**src/rtl/seq_pkg.sv**
```systemverilog
`default_nettype none
// ============================================================================
//  Module   : seq_pkg (package)
//  Purpose  : Shared definitions for the phase sequencer: control FSM state
//             encodings, the fetch phase index and a one-hot to binary
//             index helper used by the phase decoder.
//  Revision : 1.0  initial release
// ============================================================================
package seq_pkg;

    typedef enum logic [1:0] {
        ST_IDLE = 2'd0,
        ST_RUN  = 2'd1,
        ST_HALT = 2'd2
    } state_t;

    // Phase index of the fetch phase (carried on the MSB of the phase vector).
    localparam int PH_FETCH = 0;

    // Converts a one-hot phase vector of width n (MSB = index 0) to its
    // binary phase index. An all-zero vector yields 0.
    function automatic logic [31:0] onehot_to_idx(input logic [31:0] vec, input int n);
        logic [31:0] result;
        result = '0;
        for (int i = 0; i < 32; i++) begin
            if ((i < n) && vec[i]) begin
                result = 32'(n - 1 - i);
            end
        end
        return result;
    endfunction

endpackage : seq_pkg
`default_nettype wire

```
**src/rtl/dwell_ctr.sv**
```systemverilog
`default_nettype none
// ============================================================================
//  Module   : dwell_ctr
//  Purpose  : Loadable up-counter measuring the time spent in one phase,
//             with an equality compare against the programmed dwell value.
//  Ports    : clk      - clock
//             clr      - synchronous clear (highest priority)
//             load     - load load_val into the counter
//             load_val - value to load
//             inc      - increment by one
//             cmp_val  - compare value
//             count    - current count
//             eq       - count == cmp_val (combinational)
//  Revision : 1.0  initial release
// ============================================================================
module dwell_ctr #(
    parameter int W = 4
) (
    input  logic         clk,
    input  logic         clr,
    input  logic         load,
    input  logic [W-1:0] load_val,
    input  logic         inc,
    input  logic [W-1:0] cmp_val,
    output logic [W-1:0] count,
    output logic         eq
);

    logic [W-1:0] r_count;

    always_ff @(posedge clk) begin
        if (clr) begin
            r_count <= '0;
        end else if (load) begin
            r_count <= load_val;
        end else if (inc) begin
            r_count <= r_count + 1'b1;
        end
    end

    assign count = r_count;
    assign eq    = (r_count == cmp_val);

endmodule : dwell_ctr
`default_nettype wire

```
**src/rtl/phase_seq_gen.sv**
```systemverilog
`default_nettype none
// ============================================================================
//  Module   : phase_seq_gen
//  Purpose  : Parametrised one-hot phase sequencer with per-phase dwell,
//             global stall, skip-to-fetch and halt/resume at instruction
//             boundaries.
//  Ports    : clk         - clock
//             clr         - synchronous active-high reset
//             en          - advance enable (0 = stall)
//             skip        - abort instruction, return to fetch
//             halt_req    - halt at the next instruction boundary
//             go          - leave IDLE / HALTED
//             dwell_cfg   - extra cycles per phase, CNT_W bits per phase index
//             phase       - registered one-hot phase, MSB = fetch
//             phase_idx   - binary index of the active phase
//             phase_first - first cycle of a phase occupancy
//             instr_done  - pulse on the final cycle of the last phase
//             halted      - high while halted
//  Revision : 1.0  initial release
// ============================================================================
module phase_seq_gen
    import seq_pkg::*;
#(
    parameter int NPHASE = 4,
    parameter int CNT_W  = 4,
    parameter int IDX_W  = 2
) (
    input  logic                    clk,
    input  logic                    clr,
    input  logic                    en,
    input  logic                    skip,
    input  logic                    halt_req,
    input  logic                    go,
    input  logic [NPHASE*CNT_W-1:0] dwell_cfg,
    output logic [NPHASE-1:0]       phase,
    output logic [IDX_W-1:0]        phase_idx,
    output logic                    phase_first,
    output logic                    instr_done,
    output logic                    halted
);

    localparam logic [NPHASE-1:0] C_FETCH = NPHASE'(1) << (NPHASE - 1 - PH_FETCH);

    state_t            r_state;
    logic [NPHASE-1:0] r_phase;
    logic              r_first;
    logic              r_halted;

    logic [IDX_W-1:0]  w_idx;
    logic [CNT_W-1:0]  w_cfg;
    logic [CNT_W-1:0]  w_count;
    logic              w_eq;
    logic              w_legal;
    logic              w_run;
    logic              w_active;
    logic              w_done;
    logic              w_ctr_clr;
    logic              w_ctr_inc;

    // Dwell table padded to the full index range so that any decoded index
    // selects a defined entry.
    logic [CNT_W-1:0]  w_cfg_tab [2**IDX_W];

    for (genvar k = 0; k < 2**IDX_W; k++) begin : g_cfg
        if (k < NPHASE) begin : g_used
            assign w_cfg_tab[k] = dwell_cfg[k*CNT_W +: CNT_W];
        end else begin : g_pad
            assign w_cfg_tab[k] = '0;
        end
    end

    assign w_idx   = IDX_W'(onehot_to_idx(32'(r_phase), NPHASE));
    assign w_cfg   = w_cfg_tab[w_idx];
    assign w_legal = (r_phase != '0) && ((r_phase & (r_phase - 1'b1)) == '0);
    assign w_run   = (r_state == ST_RUN);
    assign w_active = en && w_run && w_legal;

    // Last phase completes this cycle: the instruction boundary.
    assign w_done  = !clr && w_active && !skip && w_eq && r_phase[0];

    // Counter restarts on every phase change, skip, illegal phase or
    // whenever the sequencer is not running; it holds during a stall.
    assign w_ctr_clr = clr || (en && (!w_run || !w_legal || skip || w_eq));
    assign w_ctr_inc = w_active && !skip && !w_eq;

    dwell_ctr #(
        .W (CNT_W)
    ) u_dwell_ctr (
        .clk      (clk),
        .clr      (w_ctr_clr),
        .load     (1'b0),
        .load_val ('0),
        .inc      (w_ctr_inc),
        .cmp_val  (w_cfg),
        .count    (w_count),
        .eq       (w_eq)
    );

    always_ff @(posedge clk) begin
        if (clr) begin
            r_state  <= ST_IDLE;
            r_phase  <= '0;
            r_first  <= 1'b0;
            r_halted <= 1'b0;
        end else if (!en) begin
            r_first  <= 1'b0;
        end else begin
            case (r_state)
                ST_IDLE, ST_HALT: begin
                    if (go) begin
                        r_state  <= ST_RUN;
                        r_phase  <= C_FETCH;
                        r_first  <= 1'b1;
                        r_halted <= 1'b0;
                    end else begin
                        r_phase  <= '0;
                        r_first  <= 1'b0;
                    end
                end
                ST_RUN: begin
                    if (!w_legal) begin
                        // Corrupted phase register: fall back to IDLE.
                        r_state <= ST_IDLE;
                        r_phase <= '0;
                        r_first <= 1'b0;
                    end else if (skip) begin
                        r_phase <= C_FETCH;
                        r_first <= 1'b1;
                    end else if (w_eq) begin
                        if (r_phase[0]) begin
                            if (halt_req) begin
                                r_state  <= ST_HALT;
                                r_phase  <= '0;
                                r_first  <= 1'b0;
                                r_halted <= 1'b1;
                            end else begin
                                r_phase <= C_FETCH;
                                r_first <= 1'b1;
                            end
                        end else begin
                            // Index p -> p+1 is a right shift (MSB = index 0).
                            r_phase <= r_phase >> 1;
                            r_first <= 1'b1;
                        end
                    end else begin
                        r_first <= 1'b0;
                    end
                end
                default: begin
                    r_state  <= ST_IDLE;
                    r_phase  <= '0;
                    r_first  <= 1'b0;
                    r_halted <= 1'b0;
                end
            endcase
        end
    end

    assign phase       = r_phase;
    assign phase_idx   = w_idx;
    assign phase_first = r_first;
    assign instr_done  = w_done;
    assign halted      = r_halted;

endmodule : phase_seq_gen
`default_nettype wire

```
**config.mk**
```make
export PLATFORM = sky130hd
export DESIGN_NAME = phase_seq_gen
export DESIGN_NICKNAME = d
export VERILOG_FILES = /design/src/rtl/seq_pkg.sv /design/src/rtl/dwell_ctr.sv /design/src/rtl/phase_seq_gen.sv
export SDC_FILE = /design/constraint.sdc
export NUM_CORES = 1
export LEC_CHECK = 0
export BUFFER_PORTS_ARGS = -buffer_cell sky130_fd_sc_hd__buf_4
export CORE_MARGIN = 3
export CORE_UTILIZATION = 46
export DETAILED_ROUTE_END_ITERATION = 7
export GPL_TIMING_DRIVEN = 0
export MAX_ROUTING_LAYER = met4
export PLACE_DENSITY_LB_ADDON = 0.08
export SLEW_MARGIN = 20
export SYNTH_ARGS = -nofsm -noshare
export SYNTH_HDL_FRONTEND = slang
export SYNTH_SLANG_ARGS = --single-unit
```
**constraint.sdc**
```tcl
create_clock -name clk -period 2.88 [get_ports clk]
set_clock_uncertainty 0.15 [all_clocks]
set_input_delay 0.576 -clock clk [delete_from_list [all_inputs] [get_ports clk]]
set_output_delay 0.576 -clock clk [all_outputs]
set_load 0.01 [all_outputs]
```
Yosys cells after proc, flatten, opt, wreduce, memory -nomap -nowiden
Cells that the tools add are included.
{"block": "totals", "word_cells": 87, "regBits": 12, "out_inout_bits": 9, "inputBits": 22}
{"block": "op_classes", "bitwise": 3, "addsub": 2, "n_eq_ne": 14, "magnitude_cmp": 1, "reduce_logical": 27, "muxes": 35}
{"operator": "$mux 4", "n": 8}
{"operator": "$mux 2", "n": 10}
{"operator": "$mux 1", "n": 12}
{"operator": "$ne 2x2->1 const B", "n": 6}
{"operator": "$ne 3x3->1 const B", "n": 4}
{"operator": "$logic_and 1x1->1", "n": 10}
{"operator": "$bmux 4 s2", "n": 1}
{"operator": "$pmux 4 s2", "n": 1}
{"operator": "$reduce_and 7->1", "n": 1}
{"operator": "$reduce_and 6->1", "n": 1}
{"operator": "$logic_not 1->1", "n": 5}
{"operator": "$add 4x1->4 const B", "n": 1}
{"operator": "$and 4x4->4", "n": 1}
{"operator": "$eq 4x4->1", "n": 1}
{"operator": "$logic_not 4->1", "n": 1}
{"operator": "$logic_or 1x1->1", "n": 4}
{"operator": "$ne 4x4->1 const B", "n": 1}
{"operator": "$pmux 1 s2", "n": 2}
{"operator": "$pmux 2 s2", "n": 1}
{"operator": "$reduce_bool 4->1", "n": 1}
{"operator": "$reduce_or 2->1", "n": 2}
{"operator": "$sub 4x1->4 const B", "n": 1}
{"operator": "$ge 3x3->1 const B", "n": 1}
{"operator": "$not 2->3", "n": 1}
{"operator": "5 further kinds", "n": 5}

Logic depth before layout (Yosys ltp)
Gate-level depths: netlist of the first run.
{"block": "depth", "word_depth": 13, "mapped_depth": 9, "ltp_nobuf": 7}

By module
From an unflattened synthesis of the first run, not the netlist that was laid out.
{"block": "unflattened", "cells_unflattened": 112, "hier_area_um2": 967.2}
{"mod": "phase_seq_gen", "cells_per_inst": 85, "area_per_inst_um2": 720.7, "seq_area_each_um2": 160.2, "instances": 1}
{"mod": "dwell_ctr", "cells_per_inst": 27, "area_per_inst_um2": 246.5, "seq_area_each_um2": 80.1, "instances": 1}

Least setup slack after synthesis of the first run
Ideal clock, no wire load.
{"block": "synth_timing", "path_type": "input to output", "from": "input port dwell_cfg[13]", "to": "output port instr_done", "setup_slack_ns": 0.133, "arrival_ns": 2.021, "path_stages": 7, "path_buffers": 0, "required_ns": 2.154, "path_cell_list": "or4b_4 a211o_1 o211ai_2 o211ai_4 nor2_4 nand2_1 nor3_1"}
{"block": "synth_via", "elab_chain_cells": 6}
{"element": "from (decl)", "line_no": "phase_seq_gen.sv:34", "rtl": "input logic [NPHASE*CNT_W-1:0] dwell_cfg,"}
{"element": "$bmux 4 s2", "line_no": "phase_seq_gen.sv:73", "rtl": "assign w_cfg = w_cfg_tab[w_idx];"}
{"element": "$mux 4 (not written as such) (2 in series)", "line_no": "phase_seq_gen.sv:73"}
{"element": "$eq 4x4->1", "line_no": "dwell_ctr.sv:42", "rtl": "assign eq = (r_count == cmp_val);"}
{"element": "$logic_and 1x1->1 (2 in series)", "line_no": "phase_seq_gen.sv:79", "rtl": "assign w_done = !clr && w_active && !skip && w_eq && r_phase[0];"}
{"element": "to (decl)", "line_no": "phase_seq_gen.sv:38", "rtl": "output logic instr_done,"}
No other way between the ends. The select of a mux whose other input is x is not followed.

Worst setup path after layout of the first run
{"block": "layout_timing", "from": "register r_phase[0] (netlist: phase[0])", "to": "output port instr_done"}
{"block": "layout_via", "elab_chain_cells": 11, "elab_cells_between_ends": 19, "cone_classes": "add/sub: 1; eq/ne: 1; mux: 7; bitwise: 2; reduce/logical: 8"}
{"element": "from (decl)", "line_no": "phase_seq_gen.sv:45", "rtl": "logic [NPHASE-1:0] r_phase;"}
{"element": "from (signal assigned)", "line_no": "phase_seq_gen.sv:142", "rtl": "r_phase <= r_phase >> 1;"}
{"element": "$mux 2 (4 in series)", "line_no": "seq_pkg.sv:26", "rtl": "if ((i < n) && vec[i]) begin"}
{"element": "$not 2->3 (not written as such)", "line_no": "phase_seq_gen.sv:73"}
{"element": "$bmux 4 s2", "line_no": "phase_seq_gen.sv:73"}
{"element": "$mux 4 (not written as such) (2 in series)", "line_no": "phase_seq_gen.sv:73"}
{"element": "$eq 4x4->1", "line_no": "dwell_ctr.sv:42"}
{"element": "$logic_and 1x1->1", "line_no": "phase_seq_gen.sv:79"}
{"element": "$logic_and 1x1->1 (*)", "line_no": "phase_seq_gen.sv:79"}
Mark *: on every way between the ends. The rest lies on a longest branch, timed or not. The select of a mux whose other input is x is not followed.

==> flow_metrics.tcl, run 1 <==
set metrics [dict create \
    grt-ovfl-total 0 \
    slew_headroom_pct 70.4 \
    failed_checks "negative setup slack" \
    num_vias 1197 \
    ys.flop_type "dfxtp_1" \
    place_congestion 0.863 \
    synthesis.instances 133 \
    numCtsBuffers 3 \
    area.growth.synth_to_final_pct 31.3 \
    cp_max_fo 5 \
    stdcell_count 197 \
    core_sq_mm 0.00223 \
    end_kind "output pin" \
    path_cells "buf_6, or4b_4, a211o_1, o211ai_2, o211ai_4, nor2_4, nand2_2, nor3_2, buf_4" \
    slowest_stage "or4b_4" \
    finalCritPeriodShare_pct 100 \
    grt_pass1_wl_mm 4.88 \
    gr-usage-all-layers_pct 22.9 \
    ioPinCount 31 \
    r2r-end "phase[1]" \
    p_seq_share_pct 44.1 \
    synth_area_per_cell_sq_um 8.20 \
    grt_max_degree 11 \
    crit_path_max_incr_delay_ps 470 \
    num_antenna_cells 0 \
    fin_ws_ps -11.5 \
    clkPwrFrac_pct 27.7 \
    rsz0062_at_grt "true" \
    min_period_ps 2890 \
    drc 0 \
    ys_seq_area_share_pct 22.0 \
    io_buffers 29 \
    dieArea_sq_mm 0.00299 \
    synth_nets 156 \
    internal_power_mw 0.270 \
    synth_area_leaders "dfxtp_1 (22%), a21oi_1 (3.7%), nand2_1 (3.1%)" \
    vdd_ir_drop_max_v 0.000242 \
    maxCapViolCount 0 \
    drtIter0Drc 25 \
    hold_ws_ps 329 \
    start_kind "flip-flop" \
    antenna_left 0 \
    timing.reg2reg.setup_slack_ps 400 \
    clock.fmax_mhz 346 \
    finalSetupTns_ps -11.5 \
    ys_warn_count 0 \
    hold_depth 2 \
    register_area_sq_um 243 \
    worstHoldStart "r_state[1]" \
    syn_area_sq_mm 0.00109 \
    cts_tree "yes" \
    drt_wl_total_mm 3.12 \
    drt-wirelength-per-cell_um 15.8 \
    crit_required_ps 2150 \
    switchingPower_mw 0.121 \
    total_leakage_power_nw 0.599 \
    p_sw_share_pct 31.0 \
    min_to "r_state[1]" \
    cts_root_buf "clkbuf_4" \
    r2r_start "phase[0]" \
    chipWidth_um 54.7 \
    hold_viol_final 0 \
    yosysTopAreaCellShare_pct 22.0 \
    clk_latency_ps 280 \
    die_h_um 54.7 \
    drive_above_1_share_pct 40.2 \
    dp.cells 190 \
    nNetsFinal 194 \
    multi_input_comb_area_sq_um 790 \
    setup_viol 1 \
    yosys.area.top_type "dfxtp_1" \
    initial_utilization_pct 48.9 \
    tightest_slew_ps 443 \
    slew_viol_final 0 \
    dpl.hpwl_mm 2.25 \
    yosys_register_bits 12 \
    grt_pass1_vias 1071 \
    hp-class "reg2reg" \
    async_flop_share_pct 0 \
    worst-setup-path-type "reg2out" \
    antenna_found_initial 0 \
    vias_per_cell 6.08 \
    combPwrFrac_pct 28.2 \
    dr.pass1.iters 4 \
    cp.arrival_ps 2170 \
    ff2ff_path_depth 9 \
    htree_levels 1 \
    synthDistinctLibCells 56 \
    path_clk_slew_ps 80 \
    cts.sinks 12 \
    placementRows 17 \
    synth_edf_count 0 \
    status "complete, but fails checks" \
    clk_path_buf_depth 2 \
    nFillCells 211 \
    power-per-cell-area_mw_per_mm2 273 \
]
## how the worst max path moves through the flow
stage	startpoint	to	slack, ps
finish	phase[0]	instr_done	-10
global route	phase[0]	instr_done	-90
CTS	phase[0]	instr_done	-40
detailed placement	dwell_cfg[13]	instr_done	-80
global placement	dwell_cfg[13]	instr_done	-90
floorplan	dwell_cfg[13]	instr_done	130
## layer usage
layer / GRT usage, % / wire length [um] / vias to the layer above
met1: 28.8 / 1370 / 583
met4: 7.47 / 42 / 0
met5: - / 0 / -
met3: 1.91 / 148 / 5
li1: - / - / 577
met2: 38.4 / 1560 / 32
## flip-flops by register name, summed over array words and instances (netlist names)
signal	cells
phase	4
u_dwell_ctr.count	4
r_state	2
halted	1
phase_first	1
## cell families (layout without fill, tap and decap cells)
group | count (synthesis) | in the layout | share of synthesized area (%)
and+or+nand+nor | 58 | 58 | 31.3
AOI/OAI and AO/OA | 42 | 42 | 34.7
buffers and inverters | 17 | 53 | 8.37
DFF | 12 | 12 | 22.0
xor gates and xnor gates | 3 | 3 | 2.41
adders and majority gates | 1 | 1 | 1.15
## per-stage QoR
step	utilization (%)	setup slack [ps]	power, mW	cell area [sq um]
2_1_floorplan	-	133	0.237	1090
3_3_place_gp	60.2	-90.5	0.274	1340
3_5_place_dp	60.2	-84.8	0.276	1340
4_1_cts	62.1	-43.3	0.385	1390
5_1_grt	64.1	-90.7	0.406	1430
6_report	64.1	-11.5	0.391	1430
## power groups by stage
stage | combinational, mW | clock [mW] | sequential (mW)
final | 0.110 | 0.108 | 0.172
after global routing | 0.120 | 0.113 | 0.173
after CTS | 0.103 | 0.110 | 0.172
after detailed placement | 0.0995 | 0 | 0.176
after global placement | 0.0973 | 0 | 0.176
after floorplan | 0.0600 | 0 | 0.177
## what timing repair did
action,CTS,global route
hold buffers,0,0
gates resized for setup,3,7
endpoints found under the setup margin,1,1
pin swaps,3,3
cloned,0,1
setup buffers,2,1
endpoints found under the hold margin,0,0
## cells in the mapped netlist, drive strengths merged, types with 3 or more instances
cell / number
dfxtp: 12
nand2: 10
nor2: 10
buf: 9
a21oi: 8
inv: 8
o21ai: 6
nor3: 5
a211oi: 4
and3: 4
nand4: 4
nor2b: 4
nand2b: 3
nor3b: 3
nor4b: 3
or3: 3
## layout make-up
class,instances,area share [%]
Tap cell,28,2.45
Clock buffer,3,1.57
Buffer,9,4.72
Inverter,8,2.10
Timing Repair Buffer,33,17.1
Sequential cell,12,16.9
Multi-Input combinational cell,104,55.1
## cells in the final DEF, fill, tap and decap left out, types with 3 or more instances in the layout
cell / netlist / final
buf_2: 4 / 4
a21oi_1: 8 / 8
nand2b_1: 3 / 3
buf_6: 2 / 3
nor3b_1: 3 / 3
nand2_1: 9 / 8
nor2b_1: 4 / 4
buf_4: 2 / 33
nand4_1: 4 / 4
and3_1: 4 / 4
nor2_1: 9 / 8
dfxtp_1: 12 / 10
clkbuf_4: 0 / 4
inv_1: 7 / 7
nor3_1: 5 / 4
## critical path, delay by kind of cell (launching register included)
kind            cells  cell delay (ps)
simple gates        4              780
compound gates      3              480
flops               1              360
buf+inv             2              260
(Power assumes the default switching activity.)
==> run 2, diff against run 1 <==
- PLACE_DENSITY: default -> 0.72
- PLACE_DENSITY_LB_ADDON: 0.08 -> default
==> run 2 against run 1 <==
  * Sequential cell count stayed put
  * Critical path type unchanged
  * Non-clock buffer count is 5 higher
  * Highest routed layer unchanged
  * Count of clock-buffer cells in the layout stayed put
  * Hold slack better by 21 ps
  * Utilization is 3.8 points higher
  * Clock power is 4% lower
  * The flow now finishes without violations
  * Critical path depth stayed put
  * Register-to-register slack better by 60 ps
  * Combinational power is 5% higher
  * Setup slack better by 44 ps
==> flow_metrics.tcl, run 2 (synthesized netlist as in run 1, its figures left out) <==
set metrics [dict create \
    hold_viol_final 0 \
    clk_latency_ps 270 \
    drt_wl_total_mm 3.17 \
    total_leakage_power_nw 0.633 \
    place_congestion 0.793 \
    multi_input_comb_area_sq_um 816 \
    slew_headroom_pct 70.0 \
    antenna_left 0 \
    clock.fmax_mhz 351 \
    rsz0062_at_grt "true" \
    r2r_start "phase[0]" \
    crit_required_ps 2150 \
    hold_buffers 0 \
    stdcell_count 202 \
    finalCritPeriodShare_pct 98.9 \
    cts.sinks 12 \
    min_period_ps 2850 \
    ff2ff_path_depth 9 \
    worst-setup-path-type "reg2out" \
    setup_viol 0 \
    gr-usage-all-layers_pct 22.3 \
    drtIter0Drc 40 \
    grt_pass1_vias 1066 \
    grt_pass1_wl_mm 4.71 \
    drt-wirelength-per-cell_um 15.7 \
    cts_root_buf "clkbuf_4" \
    worstHoldStart "r_state[1]" \
    dp.cells 190 \
    placementRows 17 \
    die_h_um 54.7 \
    start_kind "flip-flop" \
    io_buffers 29 \
    power-per-cell-area_mw_per_mm2 258 \
    antenna_found_initial 0 \
    nFillCells 194 \
    drive_above_1_share_pct 44.3 \
    numCtsBuffers 3 \
    grt_max_degree 11 \
    htree_levels 1 \
    area.growth.synth_to_final_pct 39.0 \
    chipWidth_um 54.7 \
    dr.pass1.iters 5 \
    timing.reg2reg.setup_slack_ps 460 \
    core_sq_mm 0.00223 \
    nNetsFinal 199 \
    num_vias 1210 \
    dpl.hpwl_mm 2.22 \
    initial_utilization_pct 48.9 \
    min_to "r_state[1]" \
    tightest_slew_ps 450 \
    clk_path_buf_depth 2 \
    vdd_ir_drop_max_v 0.000283 \
    register_area_sq_um 246 \
    ioPinCount 31 \
    total_power_mw 0.391 \
    dieArea_sq_mm 0.00299 \
    final_cell_mix "buf_4 (38), nand2_1 (9), dfxtp_1 (9)" \
    path_clk_slew_ps 70 \
    end_kind "output pin" \
    final_common_cell "buf_4" \
    cp_max_fo 8 \
    hp-class "reg2reg" \
    hold_depth 2 \
    slew_viol_final 0 \
    num_antenna_cells 0 \
    cts_tree "yes" \
    cp.arrival_ps 2120 \
    vias_per_cell 5.99 \
    drc 0 \
    maxCapViolCount 0 \
    grt-ovfl-total 0 \
    status "finished, final reports clean" \
    r2r-end "phase[1]" \
]
-- run 2: cell count changes in the layout (fill, tap and decap cells not counted), sizes merged --
| cell | delta |
|---|---|
| buf | +6 |
| clkbuf | -1 |
-- run 2: worst max path at each step --
stage / slack, ps / to / from
after floorplan: 130 / instr_done / dwell_cfg[13]
after global placement: -60 / instr_done / dwell_cfg[13]
after detailed placement: -80 / instr_done / dwell_cfg[13]
after CTS: -20 / instr_done / phase[0]
after global routing: -40 / instr_done / phase[2]
final: 30 / instr_done / phase[0]
-- run 2: worst max-delay path, stage by stage, from the launching register on --
cell      delay [ps]
dfxtp_2          340
buf_6            120
or4b_4           470
a211o_1          280
o211ai_2          80
o211ai_4         110
nor2_4           100
nand2_1           80
nor3_2           120
buf_4            140
-- run 2: metal layers --
| metal | wire [um] | global-route usage (%) | vias to the layer above |
|---|---|---|---|
| met5 | 0 | - | - |
| met4 | 49 | 9.96 | 0 |
| met3 | 222 | 2.45 | 9 |
| met2 | 1520 | 36.8 | 48 |
| met1 | 1380 | 27.1 | 561 |
| li1 | - | - | 592 |
-- run 2: what timing repair did --
action,4_1_cts,5_1_grt
pin swaps,3,7
endpoints found under the setup margin,1,1
setup buffers,2,7
resized for setup,5,17
-- run 2: metrics by stage --
| step | hold slack, ps | setup TNS (ps) | util, % | cell area, sq um | worst slack [ps] |
|---|---|---|---|---|---|
| 6_report | 350 | 0 | 67.9 | 1520 | 32.4 |
| 5_1_grt | 415 | -38.2 | 67.9 | 1520 | -38.2 |
| 4_1_cts | 345 | -21.7 | 62.5 | 1400 | -21.7 |
| 3_5_place_dp | 336 | -81.4 | 60.2 | 1340 | -81.4 |
| 3_3_place_gp | 315 | -64.4 | 60.2 | 1340 | -64.4 |
| 2_1_floorplan | 295 | 0 | - | 1090 | 133 |
-- run 2: power breakdown --
part / switching [mW] / internal [mW]
clock network: 0.0557 / 0.0485
logic: 0.0594 / 0.0555
registers: 0.00372 / 0.169
-- run 2: layout make-up --
type | instances | share of cell area, %
Inverter | 8 | 1.98
Timing Repair Buffer | 38 | 18.8
Clock buffer | 3 | 1.49
Multi-Input combinational cell | 104 | 53.8
Sequential cell | 12 | 16.3
Tap cell | 28 | 2.31
Buffer | 9 | 5.36
==> run 3, diff against run 2 <==
- PLACE_DENSITY: 0.72 -> 0.68
==> run 3 against run 2 <==
  * The flow now finishes with violations (negative setup slack)
  * Via count decreased by 2.3%
  * Die area unchanged
  * Combinational power fell by 5%
  * Cell count is 1.5% lower
  * Total power increased by 8.9%
  * Count of clock-buffer cells in the layout up 1
  * Register-to-register slack lost 60 ps
  * Largest power group unchanged
==> flow_metrics.tcl, run 3 (synthesized netlist as in run 1, its figures left out) <==
set metrics [dict create \
    placementRows 17 \
    cp_max_fo 5 \
    timing.reg2reg.setup_slack_ps 400 \
    end_kind "output pin" \
    drive_above_1_share_pct 42.1 \
    antenna_left 0 \
    gr-usage-all-layers_pct 22.5 \
    nNetsFinal 195 \
    status "complete, but fails checks" \
    grt_pass1_vias 1072 \
    slew_viol_final 0 \
    numCtsBuffers 3 \
    final_cell_mix "buf_4 (36), nand2_1 (9), dfxtp_1 (9)" \
    initial_utilization_pct 48.9 \
    crit_required_ps 2150 \
    start_kind "flip-flop" \
    ff2ff_path_depth 9 \
    r2r_start "phase[0]" \
    dpl.hpwl_mm 2.22 \
    num_vias 1182 \
    htree_levels 1 \
    cts.sinks 12 \
    num_antenna_cells 0 \
    hold_viol_final 0 \
    vias_per_cell 5.94 \
    drtIter0Drc 21 \
    grt_max_degree 11 \
    maxCapViolCount 0 \
    register_area_sq_um 244 \
    drt_wl_total_mm 3.23 \
    dieArea_sq_mm 0.00299 \
    slew_headroom_pct 69.7 \
    clk_latency_ps 280 \
    hold_ws_ps 347 \
    drt-wirelength-per-cell_um 16.2 \
    ioPinCount 31 \
    clk_path_buf_depth 2 \
    r2r-end "phase[1]" \
    path_clk_slew_ps 90 \
    rsz0062_at_grt "true" \
    drc 0 \
    worstHoldStart "r_state[1]" \
    dr.pass1.iters 4 \
    fin_ws_ps -35.8 \
    clock.fmax_mhz 343 \
    io_buffers 29 \
    core_sq_mm 0.00223 \
    min_to "r_state[1]" \
    total_leakage_power_nw 0.613 \
    tightest_slew_ps 455 \
    hold_depth 2 \
    power-per-cell-area_mw_per_mm2 290 \
    setup_viol 1 \
    cp.arrival_ps 2190 \
    total_power_mw 0.426 \
    hp-class "reg2reg" \
    vdd_ir_drop_max_v 0.000248 \
    cts_tree "yes" \
    area.growth.synth_to_final_pct 34.9 \
    finalCritPeriodShare_pct 101 \
    min_period_ps 2920 \
    cts_root_buf "clkbuf_4" \
    multi_input_comb_area_sq_um 797 \
    nFillCells 189 \
    grt_pass1_wl_mm 4.79 \
    final_common_cell "buf_4" \
    die_h_um 54.7 \
    chipWidth_um 54.7 \
    antenna_found_initial 0 \
    failed_checks "negative setup slack" \
    worst-setup-path-type "reg2out" \
    grt-ovfl-total 0 \
    place_congestion 0.811 \
]
==> run 3: final cells by class <==
class / instances / share of cell area, %
Buffer: 8 / 4.68
Clock buffer: 4 / 2.47
Inverter: 8 / 2.04
Multi-Input combinational cell: 104 / 54.2
Sequential cell: 12 / 16.6
Tap cell: 28 / 2.38
Timing Repair Buffer: 35 / 17.7
==> run 3: power by group <==
group / internal [mW] / total [mW] / switching, mW
clock network: 0.0769 / 0.141 / 0.0638
logic: 0.0531 / 0.109 / 0.0561
registers: 0.170 / 0.176 / 0.00640
==> run 3: what timing repair did <==
item | CTS | global route
resized for setup | 5 | 10
endpoints found under the setup margin | 1 | 1
pin swaps | 3 | 3
setup buffers | 2 | 3
cloned | 0 | 1
hold buffers | 0 | 0
==> run 3: critical path, cell delays in order, from the launching register on <==
cell	delay [ps]
dfxtp_2	380
buf_6	130
or4b_4	470
a211o_1	290
o211ai_2	90
o211ai_4	120
nor2_4	120
nand2_1	50
nor3_1	130
buf_4	150
==> run 3: worst max path at each step <==
stage,from,cells after the start,slack (ps),to
floorplan,dwell_cfg[13],7,130,instr_done
global placement,dwell_cfg[13],9,-60,instr_done
detailed placement,dwell_cfg[13],9,-50,instr_done
CTS,phase[0],9,-10,instr_done
global route,phase[0],9,-90,instr_done
finish,phase[0],9,-40,instr_done
==> run 3: layer usage <==
metal	up-vias	track usage, %	part of all wire [%]
li1	577	-	-
met1	570	29.5	46
met2	31	35.4	49
met3	4	2.72	4.6
met4	0	7.47	0.59
met5	-	-	0
==> run 3: metrics by stage <==
stage                     cell area [sq um]  instances  util [%]  TNS [ps]  worst slack, ps
final                                  1470        199      65.9     -35.8            -35.8
after detailed placement               1340        190      60.2     -49.9            -49.9
after floorplan                        1090        133         -         0              133
after global placement                 1340        190      60.2     -62.4            -62.4
after global routing                   1470        199      65.9     -90.0            -90.0
after CTS                              1410        196      63.0     -13.0            -13.0
